===== config.mk =====
export PLATFORM = sky130hd
export DESIGN_NAME = sonic_pcs_pattern_gen
export DESIGN_NICKNAME = d
export VERILOG_FILES = /design/src/rtl/sonic_pcs_pg_pkg.sv /design/src/rtl/sonic_pcs_pg_prbs7.sv /design/src/rtl/sonic_pcs_pattern_gen.sv
export SDC_FILE = /design/constraint.sdc
export NUM_CORES = 1
export LEC_CHECK = 0
export CAP_MARGIN = 25
export CORE_UTILIZATION = 40
export CTS_BUF_LIST = sky130_fd_sc_hd__clkbuf_8
export DETAILED_ROUTE_END_ITERATION = 6
export GPL_ROUTABILITY_DRIVEN = 0
export PLACE_DENSITY = 0.61
export SKIP_LAST_GASP = 1
export SYNTH_ARGS = -nofsm -noshare
export SYNTH_HDL_FRONTEND = slang
export SYNTH_SLANG_ARGS = --single-unit

===== constraint.sdc =====
create_clock -name clk -period 4.4 [get_ports clk]
set_input_delay 0.88 -clock clk [delete_from_list [all_inputs] [get_ports clk]]
set_output_delay 0.88 -clock clk [all_outputs]
set_load 0.01 [all_outputs]

===== src/rtl/sonic_pcs_pg_pkg.sv =====
// -----------------------------------------------------------------------------
// sonic_pcs_pg_pkg
// Shared definitions for the PCS test-pattern generator: mode and state
// encodings, PRBS7 polynomial geometry, ALT symbol constants and the
// single-step LFSR helper used by the PRBS sub-module.
// -----------------------------------------------------------------------------
package sonic_pcs_pg_pkg;

  typedef enum logic [1:0] {
    MODE_CONST = 2'b00,
    MODE_ALT   = 2'b01,
    MODE_PRBS7 = 2'b10,
    MODE_COUNT = 2'b11
  } pg_mode_e;

  typedef enum logic [1:0] {
    ST_IDLE = 2'b00,
    ST_RUN  = 2'b01,
    ST_DONE = 2'b10
  } pg_state_e;

  // x^7 + x^6 + 1: feedback is l[6] ^ l[5]
  localparam int PRBS_W     = 7;
  localparam int PRBS_TAP_A = 6;
  localparam int PRBS_TAP_B = 5;

  localparam logic [1:0] ALT_EVEN_SYM = 2'b01;
  localparam logic [1:0] ALT_ODD_SYM  = 2'b10;

  // One LFSR step; the new bit lands in l[0], so the fed-back bit of the
  // step is readable afterwards as result[0].
  function automatic logic [PRBS_W-1:0] prbs7_step(input logic [PRBS_W-1:0] l);
    return {l[PRBS_W-2:0], l[PRBS_TAP_A] ^ l[PRBS_TAP_B]};
  endfunction

endpackage


===== src/rtl/sonic_pcs_pg_prbs7.sv =====
// -----------------------------------------------------------------------------
// sonic_pcs_pg_prbs7
// 7-bit PRBS7 LFSR producing one 2-bit symbol per beat (two LFSR steps).
// sym is the symbol of the beat being registered this cycle: taken from the
// seed when load is high, otherwise from the current LFSR state. On load or
// advance the state moves two steps past whichever base produced sym.
// Ports:
//   clk, reset_n  clock, asynchronous active-low reset (state -> SEED)
//   load          restart the sequence from SEED
//   advance       consume the current symbol and move two steps on
//   sym           2-bit symbol: [1] first step's feedback, [0] second's
// -----------------------------------------------------------------------------
module sonic_pcs_pg_prbs7
  import sonic_pcs_pg_pkg::*;
#(
  parameter logic [PRBS_W-1:0] SEED = 7'h7F
) (
  input  logic       clk,
  input  logic       reset_n,
  input  logic       load,
  input  logic       advance,
  output logic [1:0] sym
);

  logic [PRBS_W-1:0] lfsr_q;
  logic [PRBS_W-1:0] base;
  logic [PRBS_W-1:0] mid;
  logic [PRBS_W-1:0] fin;

  always_comb begin
    base = load ? SEED : lfsr_q;
    mid  = prbs7_step(base);
    fin  = prbs7_step(mid);
    sym  = {mid[0], fin[0]};
  end

  always_ff @(posedge clk or negedge reset_n) begin
    if (!reset_n) begin
      lfsr_q <= SEED;
    end else if (load || advance) begin
      lfsr_q <= fin;
    end
  end

endmodule


===== src/rtl/sonic_pcs_pattern_gen.sv =====
// -----------------------------------------------------------------------------
// sonic_pcs_pattern_gen
// Avalon-ST source of 2-bit PCS test symbols (CONST, ALT, PRBS7, COUNT) that
// feeds the PCS pattern-path timing adapter. Honours out_ready backpressure,
// runs finite bursts (burst_len != 0) or continuously until stop.
// Optional feature: define SONIC_PCS_PG_ERR_INJECT_EN to add the err_inject
// port, which flips data[0] of the next registered symbol once.
// Ports:
//   clk, reset_n         clock, asynchronous active-low reset
//   start, stop          start pulse (config sampled) / end-after-next-beat
//   mode, const_pat      pattern select and CONST symbol, sampled on start
//   burst_len            beats per burst, 0 = continuous, sampled on start
//   out_valid, out_data  Avalon-ST source side
//   out_ready            sink ready
//   busy, done           busy in RUN/DONE, 1-cycle done at end of run
//   beat_count           accepted beats since last start (wraps)
//   err_inject           (optional) error injection request
// -----------------------------------------------------------------------------
module sonic_pcs_pattern_gen
  import sonic_pcs_pg_pkg::*;
#(
  parameter int                LEN_W     = 16,
  parameter logic [PRBS_W-1:0] PRBS_SEED = 7'h7F
) (
  input  logic             clk,
  input  logic             reset_n,
  input  logic             start,
  input  logic             stop,
  input  logic [1:0]       mode,
  input  logic [1:0]       const_pat,
  input  logic [LEN_W-1:0] burst_len,
  output logic             out_valid,
  output logic [1:0]       out_data,
  input  logic             out_ready,
  output logic             busy,
  output logic             done,
  output logic [LEN_W-1:0] beat_count
`ifdef SONIC_PCS_PG_ERR_INJECT_EN
  ,
  input  logic             err_inject
`endif
);

  localparam logic [LEN_W-1:0] LEN_ONE = LEN_W'(1);

  pg_state_e        state_q, state_d;
  pg_mode_e         mode_q;
  logic [1:0]       cpat_q;
  logic [LEN_W-1:0] blen_q;
  logic [LEN_W-1:0] beat_count_q;
  logic             stop_pend_q;
  logic [1:0]       out_data_q;

  logic             start_ok;
  logic             xfer;
  logic             last_beat;
  logic             sym_load;
  logic             inj_apply;
  logic [1:0]       prbs_sym;
  pg_mode_e         sym_mode;
  logic [1:0]       sym_cpat;
  logic [1:0]       sym_idx;
  logic [1:0]       next_sym;

  function automatic logic [1:0] pick_symbol(input pg_mode_e   m,
                                             input logic [1:0] cpat,
                                             input logic [1:0] idx,
                                             input logic [1:0] prbs);
    logic [1:0] s;
    case (m)
      MODE_CONST: s = cpat;
      MODE_ALT:   s = idx[0] ? ALT_ODD_SYM : ALT_EVEN_SYM;
      MODE_PRBS7: s = prbs;
      default:    s = idx;
    endcase
    return s;
  endfunction

  // start with stop in the same cycle is refused
  assign start_ok  = (state_q == ST_IDLE) && start && !stop;
  assign xfer      = (state_q == ST_RUN) && out_ready;
  assign last_beat = xfer && (((blen_q != '0) && (beat_count_q == blen_q - LEN_ONE))
                              || stop_pend_q || stop);
  // a fresh symbol is registered on start and on every non-final transfer
  assign sym_load  = start_ok || (xfer && !last_beat);

  sonic_pcs_pg_prbs7 #(
    .SEED    (PRBS_SEED)
  ) u_prbs7 (
    .clk     (clk),
    .reset_n (reset_n),
    .load    (start_ok),
    .advance (xfer),
    .sym     (prbs_sym)
  );

  // Symbol selection: on start use the live config for beat 0, otherwise the
  // latched config for beat index beat_count+1.
  always_comb begin
    sym_mode = start_ok ? pg_mode_e'(mode) : mode_q;
    sym_cpat = start_ok ? const_pat : cpat_q;
    sym_idx  = start_ok ? 2'b00 : (beat_count_q[1:0] + 2'b01);
    next_sym = pick_symbol(sym_mode, sym_cpat, sym_idx, prbs_sym) ^ {1'b0, inj_apply};
  end

`ifdef SONIC_PCS_PG_ERR_INJECT_EN
  logic inj_pend_q;

  assign inj_apply = inj_pend_q && sym_load;

  // pulses arriving while a request is pending are absorbed
  always_ff @(posedge clk or negedge reset_n) begin
    if (!reset_n) begin
      inj_pend_q <= 1'b0;
    end else if (inj_apply) begin
      inj_pend_q <= 1'b0;
    end else if (err_inject) begin
      inj_pend_q <= 1'b1;
    end
  end
`else
  assign inj_apply = 1'b0;
`endif

  always_ff @(posedge clk or negedge reset_n) begin
    if (!reset_n) begin
      state_q <= ST_IDLE;
    end else begin
      state_q <= state_d;
    end
  end

  always_comb begin
    state_d   = state_q;
    out_valid = 1'b0;
    busy      = 1'b0;
    done      = 1'b0;
    case (state_q)
      ST_IDLE: begin
        if (start_ok) state_d = ST_RUN;
      end
      ST_RUN: begin
        out_valid = 1'b1;
        busy      = 1'b1;
        if (last_beat) state_d = ST_DONE;
      end
      ST_DONE: begin
        busy    = 1'b1;
        done    = 1'b1;
        state_d = ST_IDLE;
      end
      default: state_d = ST_IDLE;
    endcase
  end

  always_ff @(posedge clk or negedge reset_n) begin
    if (!reset_n) begin
      mode_q       <= MODE_CONST;
      cpat_q       <= 2'b00;
      blen_q       <= '0;
      beat_count_q <= '0;
      stop_pend_q  <= 1'b0;
      out_data_q   <= 2'b00;
    end else begin
      if (start_ok) begin
        mode_q       <= pg_mode_e'(mode);
        cpat_q       <= const_pat;
        blen_q       <= burst_len;
        beat_count_q <= '0;
        stop_pend_q  <= 1'b0;
      end else if (xfer) begin
        beat_count_q <= beat_count_q + LEN_ONE;
      end
      if (sym_load) begin
        out_data_q <= next_sym;
      end
      // stop without a transfer waits for the next accepted beat
      if (last_beat) begin
        stop_pend_q <= 1'b0;
      end else if ((state_q == ST_RUN) && stop) begin
        stop_pend_q <= 1'b1;
      end
    end
  end

  assign out_data   = out_data_q;
  assign beat_count = beat_count_q;

endmodule


==> results of run 1 <==
flip-flops by register name, indices dropped and copies added (netlist names):
| name | cells |
|---|---|
| out_data | 2 |
| cpat_q | 2 |
| state_q | 2 |
| beat_count | 16 |
| u_prbs7.lfsr_q | 7 |
| blen_q | 16 |
| mode_q | 2 |
| stop_pend_q | 1 |
per-layer routing:
metal,vias up,part of all wire,GRT usage
met2,42,0.47,0.310
met5,-,0,0
met1,1078,0.48,0.269
met3,9,0.032,0.0389
li1,1150,-,-
met4,0,0.018,0.0724
worst register-to-register path, cell delays in order, from the launching register on:
cell and delay, ps:
sky130_fd_sc_hd__dfrtp_1 450, sky130_fd_sc_hd__or4_4 600, sky130_fd_sc_hd__nor4_1 450, sky130_fd_sc_hd__nand2_1 130, sky130_fd_sc_hd__xnor2_1 140, sky130_fd_sc_hd__o22a_1 250, sky130_fd_sc_hd__o211ai_2 250, sky130_fd_sc_hd__mux2i_1 230
sky130_fd_sc_hd__o21ai_1 70
power by group through the flow:
| stage | combinational, mW | clock, mW | sequential [mW] |
|---|---|---|---|
| 4_1_cts | 0.864 | 0.345 | 0.797 |
| 2_1_floorplan | 0.669 | 0 | 0.744 |
| 3_3_place_gp | 0.844 | 0 | 0.800 |
| 3_5_place_dp | 0.858 | 0 | 0.803 |
| 5_1_grt | 0.972 | 0.360 | 0.824 |
| 6_report | 0.854 | 0.332 | 0.796 |
synth_stat cells, types with 2 or more instances:
master                     number  area share
sky130_fd_sc_hd__nor2_1        27       0.037
sky130_fd_sc_hd__and3_1         4      0.0091
sky130_fd_sc_hd__inv_1         11       0.015
sky130_fd_sc_hd__nand3_1       13       0.024
sky130_fd_sc_hd__o21ai_1        2      0.0036
sky130_fd_sc_hd__mux2i_1        5       0.018
sky130_fd_sc_hd__dfrtp_1       41        0.37
sky130_fd_sc_hd__nand2_1       80        0.11
sky130_fd_sc_hd__or3_1          6       0.014
sky130_fd_sc_hd__dfstp_2        7       0.067
sky130_fd_sc_hd__nand4_1        5       0.011
sky130_fd_sc_hd__nor2b_1        4      0.0091
sky130_fd_sc_hd__xor2_1        11       0.035
sky130_fd_sc_hd__o21ai_0       15       0.027
sky130_fd_sc_hd__and4_1         2      0.0063
sky130_fd_sc_hd__xnor2_1       23       0.073
sky130_fd_sc_hd__a21oi_1        9       0.016
sky130_fd_sc_hd__clkbuf_1       9       0.012
sky130_fd_sc_hd__or2_2          2      0.0045
sky130_fd_sc_hd__ha_1           6       0.027
sky130_fd_sc_hd__nor3_1         6       0.011
sky130_fd_sc_hd__nor4_1         4      0.0091
kinds of logic after synthesis:
family / count (synthesis) / share of synthesized area
buf+inv: 23 / 0.0344
simple gates: 164 / 0.283
compound gates: 37 / 0.0833
xor+xnor: 34 / 0.108
flops: 48 / 0.438
mux: 6 / 0.0263
fa+ha+maj: 6 / 0.0272
worst max-delay path by stage:
stage | endpoint | slack [ps] | cells after the start
after floorplan | out_data[1]$_DFFE_PN0P_ | 1820 | 6
after global placement | beat_count[8]$_DFFE_PN0P_ | 1430 | 7
after detailed placement | beat_count[14]$_DFFE_PN0P_ | 1340 | 7
after CTS | out_data[1]$_DFFE_PN0P_ | 1660 | 10
after global routing | beat_count[14]$_DFFE_PN0P_ | 1440 | 7
final | beat_count[14]$_DFFE_PN0P_ | 1670 | 7
cell type report:
class / instances / area (um^2) / area share
Multi-Input combinational cell: 247 / 1470 / 0.431
Sequential cell: 48 / 1210 / 0.356
Timing Repair Buffer: 47 / 473 / 0.139
Tap cell: 77 / 96.3 / 0.0283
Clock buffer: 5 / 68.8 / 0.0202
Clock inverter: 3 / 46.3 / 0.0136
Inverter: 11 / 41.3 / 0.0121
==> flow_metrics.tcl, run 1 <==
set metrics [dict create \
    run_status "finished, final reports clean" \
    final_design_area_no_fill_um2 3400 \
    critical_path_arrival_ps 2970 \
    fin_ws_ps 1670 \
    cts-root-to-sink-buffers 2 \
    area_delta_synth_final_pct 23.1 \
    antenna-diode-count 0 \
    post_syn_area_um2 2760 \
    initial_utilization 0.425 \
    critical_path.cell_chain "clkdlybuf4s50_1 -> and2_1 -> nand4_1 -> inv_1 -> nand3_1 -> or3_1 -> a21oi_1" \
    synth_enable_flop_cells 0 \
    sum_of_routed_wire_length_over_all_layers_um 6380 \
    vias_in_the_first_global_route 2216 \
    combinationalPowerShare 0.431 \
    cp_slowest_stage_delay_ps 550 \
    clkSlewWorstSetupHoldPaths_ps 100 \
    fin_nets 391 \
    io_buffer_count 45 \
    globalRouteTotalUtil 0.197 \
    ys_async_sr_fraction 1.00 \
    layout.cells.most_common_list "80 x sky130_fd_sc_hd__nand2_1, 44 x sky130_fd_sc_hd__clkdlybuf4s50_1, 41 x sky130_fd_sc_hd__dfrtp_1" \
    count_of_state_elements_after_synthesis 48 \
    cts_tree "yes" \
    leakage_dissipation_nw 1.49 \
    timing.final.crit_period_ps 2730 \
    finish.utilization 0.524 \
    clock_latency_ps 310 \
    layout.cells.non_filler 438 \
    switching_share 0.392 \
    rrSetupSlack_ps 1710 \
    place_worst_setup_slack_ps 1340 \
    powerDensity_nw_per_um2 583 \
    hold_path_startpoint "u_prbs7.lfsr_q[1]$_DFFE_PN1P_" \
    cts_hold_buffers 0 \
    yosysWarningCount 0 \
    global_route_wire_length_before_repair_um 11100 \
    max_cap_viol_count 0 \
    start_kind "input port" \
    power_spent_charging_and_discharging_nets_mw 0.778 \
    post_cts.resized_instances 0 \
    detail_route.first_pass.iterations 4 \
    clock_power_share 0.168 \
    final_hold_fails 0 \
    final.period_utilization 0.621 \
    antenna_violations_before_repair 0 \
    timing.fmax_ghz 0.366 \
    worst-path-buf-inv 2 \
    synth.yosys.seq_area_share 0.438 \
    cts.sink_count 48 \
    post-dp-hpwl_um 4650 \
    floorplan.rows 29 \
    antenna_violating_nets_post_route 0 \
    finalHoldWorstSlack_ps 489 \
    ys_types 48 \
    detail_route.iter0.violations 137 \
    fp.coreArea_um2 6490 \
    htree_num_levels 2 \
    report.power.total_mw 1.98 \
    chipWidth_um 85.1 \
    synthesis.area_per_instance_um2 8.69 \
    cts_inserted_buffers 5 \
    maxSlewViolCount 0 \
    worst_clock_skew_ps 7.38 \
    post-cts-setup-buffer-count 0 \
    sequentialPowerShare 0.401 \
    num-fill-cells 612 \
    end_kind "flip-flop" \
    clock-root-buffer "sky130_fd_sc_hd__clkbuf_8" \
    most_common_cell_after_layout_fill_and_taps_aside "sky130_fd_sc_hd__nand2_1" \
    postPlaceCellArea_um2 3290 \
    hold_path_class "flip-flop to flip-flop" \
    rsz0062_at_grt "false" \
    vdd_ir_drop_max_uv 303 \
    detail_route.wl_per_cell_um 14.6 \
    synth_nets 349 \
    critical_r2r_launch "blen_q[3]$_DFFE_PN0P_" \
    route.detailed.drc 0 \
    critical_path_source "out_ready" \
    whs_path_depth 2 \
    design.portCount 46 \
    end_of_the_worst_register_to_register_path "out_data[1]$_DFFE_PN0P_" \
    timing.reg2reg.worst_path_depth 8 \
    timing.critical_path.slowest_stage_cell "sky130_fd_sc_hd__clkdlybuf4s50_1" \
    placedCellCount 430 \
    endpoint_of_the_worst_hold_path "u_prbs7.lfsr_q[3]$_DFFE_PN1P_" \
    cpLargestDelayFamily "simple AND/OR/NAND/NOR gates" \
    totalNegativeSetupSlack_ps 0 \
    postSynth.topFlopCell "sky130_fd_sc_hd__dfrtp_1" \
    path_max_fanout 13 \
    crit_type "input port to flip-flop" \
    detailroute.via_count 2279 \
    worst-slew-pin-transition_ps 717 \
    syn-instance-count 318 \
    largest_net_degree_at_the_start_of_global_routing 45 \
    worst_ep_required_time_ps 4640 \
    leftover_overflow_at_the_end_of_global_routing 0 \
    setup_violations 0 \
    dieHeight_um 85.1 \
    worst_slew_margin 0.518 \
    die-area_um2 7240 \
    power_report.internal_total_mw 1.20 \
    vias_per_cell 5.20 \
    share_of_post_route_cells_with_drive_strength_above_1 0.0886 \
]
No activity file was read; power rests on OpenSTA's default activity.
==> run 2: changes to the inputs <==
- PLACE_DENSITY: 0.61 -> 0.63
- clock period: 4.4 -> 2.2 ns (I/O delays scaled with it)
==> run 2 against run 1 <==
Against the previous run: the run now ends with setup timing left; design area grew 13%; power grew 130%; combinational power grew to 3.0 times the previous value; largest cell class unchanged.
==> flow_metrics.tcl, run 2 (same netlist as run 1, synthesis figures left out) <==
set metrics [dict create \
    num-fill-cells 602 \
    antenna-diode-count 0 \
    report.power.total_mw 4.56 \
    clock_latency_ps 310 \
    layout.cells.most_common_list "80 x sky130_fd_sc_hd__nand2_1, 55 x sky130_fd_sc_hd__buf_4, 44 x sky130_fd_sc_hd__clkdlybuf4s50_1" \
    start_kind "flip-flop" \
    maxSlewViolCount 0 \
    run_status "finished with violations" \
    worst_ep_required_time_ps 2400 \
    cts_hold_buffers 0 \
    post-dp-hpwl_um 5110 \
    io_buffer_count 45 \
    worst-slew-pin-transition_ps 627 \
    globalRouteTotalUtil 0.206 \
    cts.sink_count 48 \
    worst_slew_margin 0.582 \
    vias_in_the_first_global_route 2483 \
    fin_nets 444 \
    clkSlewWorstSetupHoldPaths_ps 90 \
    fp.coreArea_um2 6490 \
    totalNegativeSetupSlack_ps -651 \
    antenna_violations_before_repair 0 \
    powerDensity_nw_per_um2 1190 \
    area_delta_synth_final_pct 38.7 \
    critical_path.cell_chain "or4_4 -> nor4_4 -> nand2_1 -> xnor2_1 -> o22a_1 -> o21ai_2 -> mux2i_1 -> or2_1" \
    design.portCount 46 \
    setup_violations 4 \
    end_kind "flip-flop" \
    failed_checks "setup timing" \
    most_common_cell_after_layout_fill_and_taps_aside "sky130_fd_sc_hd__nand2_1" \
    die-area_um2 7240 \
    detailroute.via_count 2512 \
    cts-root-to-sink-buffers 2 \
    sum_of_routed_wire_length_over_all_layers_um 6890 \
    final_hold_fails 0 \
    share_of_post_route_cells_with_drive_strength_above_1 0.234 \
    leftover_overflow_at_the_end_of_global_routing 0 \
    hold_path_class "input port to async pin" \
    largest_net_degree_at_the_start_of_global_routing 49 \
    dieHeight_um 85.1 \
    layout.cells.non_filler 491 \
    cts_inserted_buffers 5 \
    route.detailed.drc 0 \
    initial_utilization 0.425 \
    crit_type "flip-flop to flip-flop" \
    detail_route.wl_per_cell_um 14.0 \
    htree_num_levels 2 \
    fin_ws_ps -211 \
    floorplan.rows 29 \
    max_cap_viol_count 0 \
    placedCellCount 479 \
    vias_per_cell 5.12 \
    antenna_violating_nets_post_route 0 \
    finish.utilization 0.590 \
    timing.critical_path.slowest_stage_cell "sky130_fd_sc_hd__or4_4" \
    final.period_utilization 1.10 \
    chipWidth_um 85.1 \
    leakage_dissipation_nw 1.75 \
    cts_tree "yes" \
    cp_slowest_stage_delay_ps 600 \
    finalHoldWorstSlack_ps 228 \
    worst_clock_skew_ps 5.02 \
    clock-root-buffer "sky130_fd_sc_hd__clkbuf_8" \
    rsz0062_at_grt "true" \
    critical_path_arrival_ps 2610 \
    vdd_ir_drop_max_uv 623 \
    global_route_wire_length_before_repair_um 11900 \
    detail_route.first_pass.iterations 4 \
    path_max_fanout 4 \
    detail_route.iter0.violations 65 \
    timing.fmax_ghz 0.415 \
    timing.final.crit_period_ps 2410 \
]
==> run 2: stage by stage <==
step	area [um^2]	setup slack, ps
after global placement	3690	-149
after detailed placement	3690	-199
final	3830	-211
after global routing	3830	-313
after floorplan	2820	-92.6
after CTS	3790	-173
==> run 2: final timing paths <==
path / startpoint / endpoint / slack, ps / cells past startpoint
hold reg to reg: cpat_q[0]$_DFF_PN0_ / cpat_q[0]$_DFF_PN0_ / 480 / 2
setup / recovery: blen_q[6]$_DFFE_PN0P_ / state_q[0]$_DFFE_PN0P_ / -210 / 8
setup reg to reg: blen_q[6]$_DFFE_PN0P_ / state_q[0]$_DFFE_PN0P_ / -210 / 8
max in group asynchronous: reset_n / blen_q[14]$_DFFE_PN0P_ / 1550 / 2
hold / removal: reset_n / beat_count[15]$_DFFE_PN0P_ / 230 / 2
min in group clk: cpat_q[0]$_DFF_PN0_ / cpat_q[0]$_DFF_PN0_ / 480 / 2
==> run 2: worst max-delay path, delay by kind of cell (launching register included) <==
kind	cells	cell delay [ps]
compound gates	2	460
xor+xnor	1	140
flops	1	390
mux	1	100
simple gates	4	1220
==> run 2: cell type report <==
| cell class | instances | area (um^2) | share of cell area |
|---|---|---|---|
| clock inverters | 3 | 18.8 | 0.00490 |
| flip-flops and latches | 48 | 1210 | 0.316 |
| multi-input cells | 247 | 1540 | 0.402 |
| clock buffers | 5 | 68.8 | 0.0180 |
| repair buffers | 100 | 858 | 0.224 |
| well taps | 77 | 96.3 | 0.0251 |
| inverters | 11 | 41.3 | 0.0108 |
==> run 2: power by group <==
group,internal [mW],total (mW),switching (mW)
Sequential,1.23,1.47,0.237
Clock,0.222,0.536,0.313
Combinational,1.33,2.55,1.22
==> run 2: timing repair <==
item	in CTS	in global routing
cloned	0	0
buffers inserted	2	2
setup endpoints to repair	4	4
pin swaps	5	9
gates resized for setup	0	7
==> run 2: per-layer routing <==
layer / routed length, um / up-vias / GRT usage / part of all wire
li1: - / 1258 / - / -
met1: 3130 / 1188 / 0.265 / 0.45
met2: 3370 / 56 / 0.358 / 0.49
met3: 284 / 10 / 0.0360 / 0.041
met4: 110 / 0 / 0.0570 / 0.016
met5: 0 / - / 0 / 0
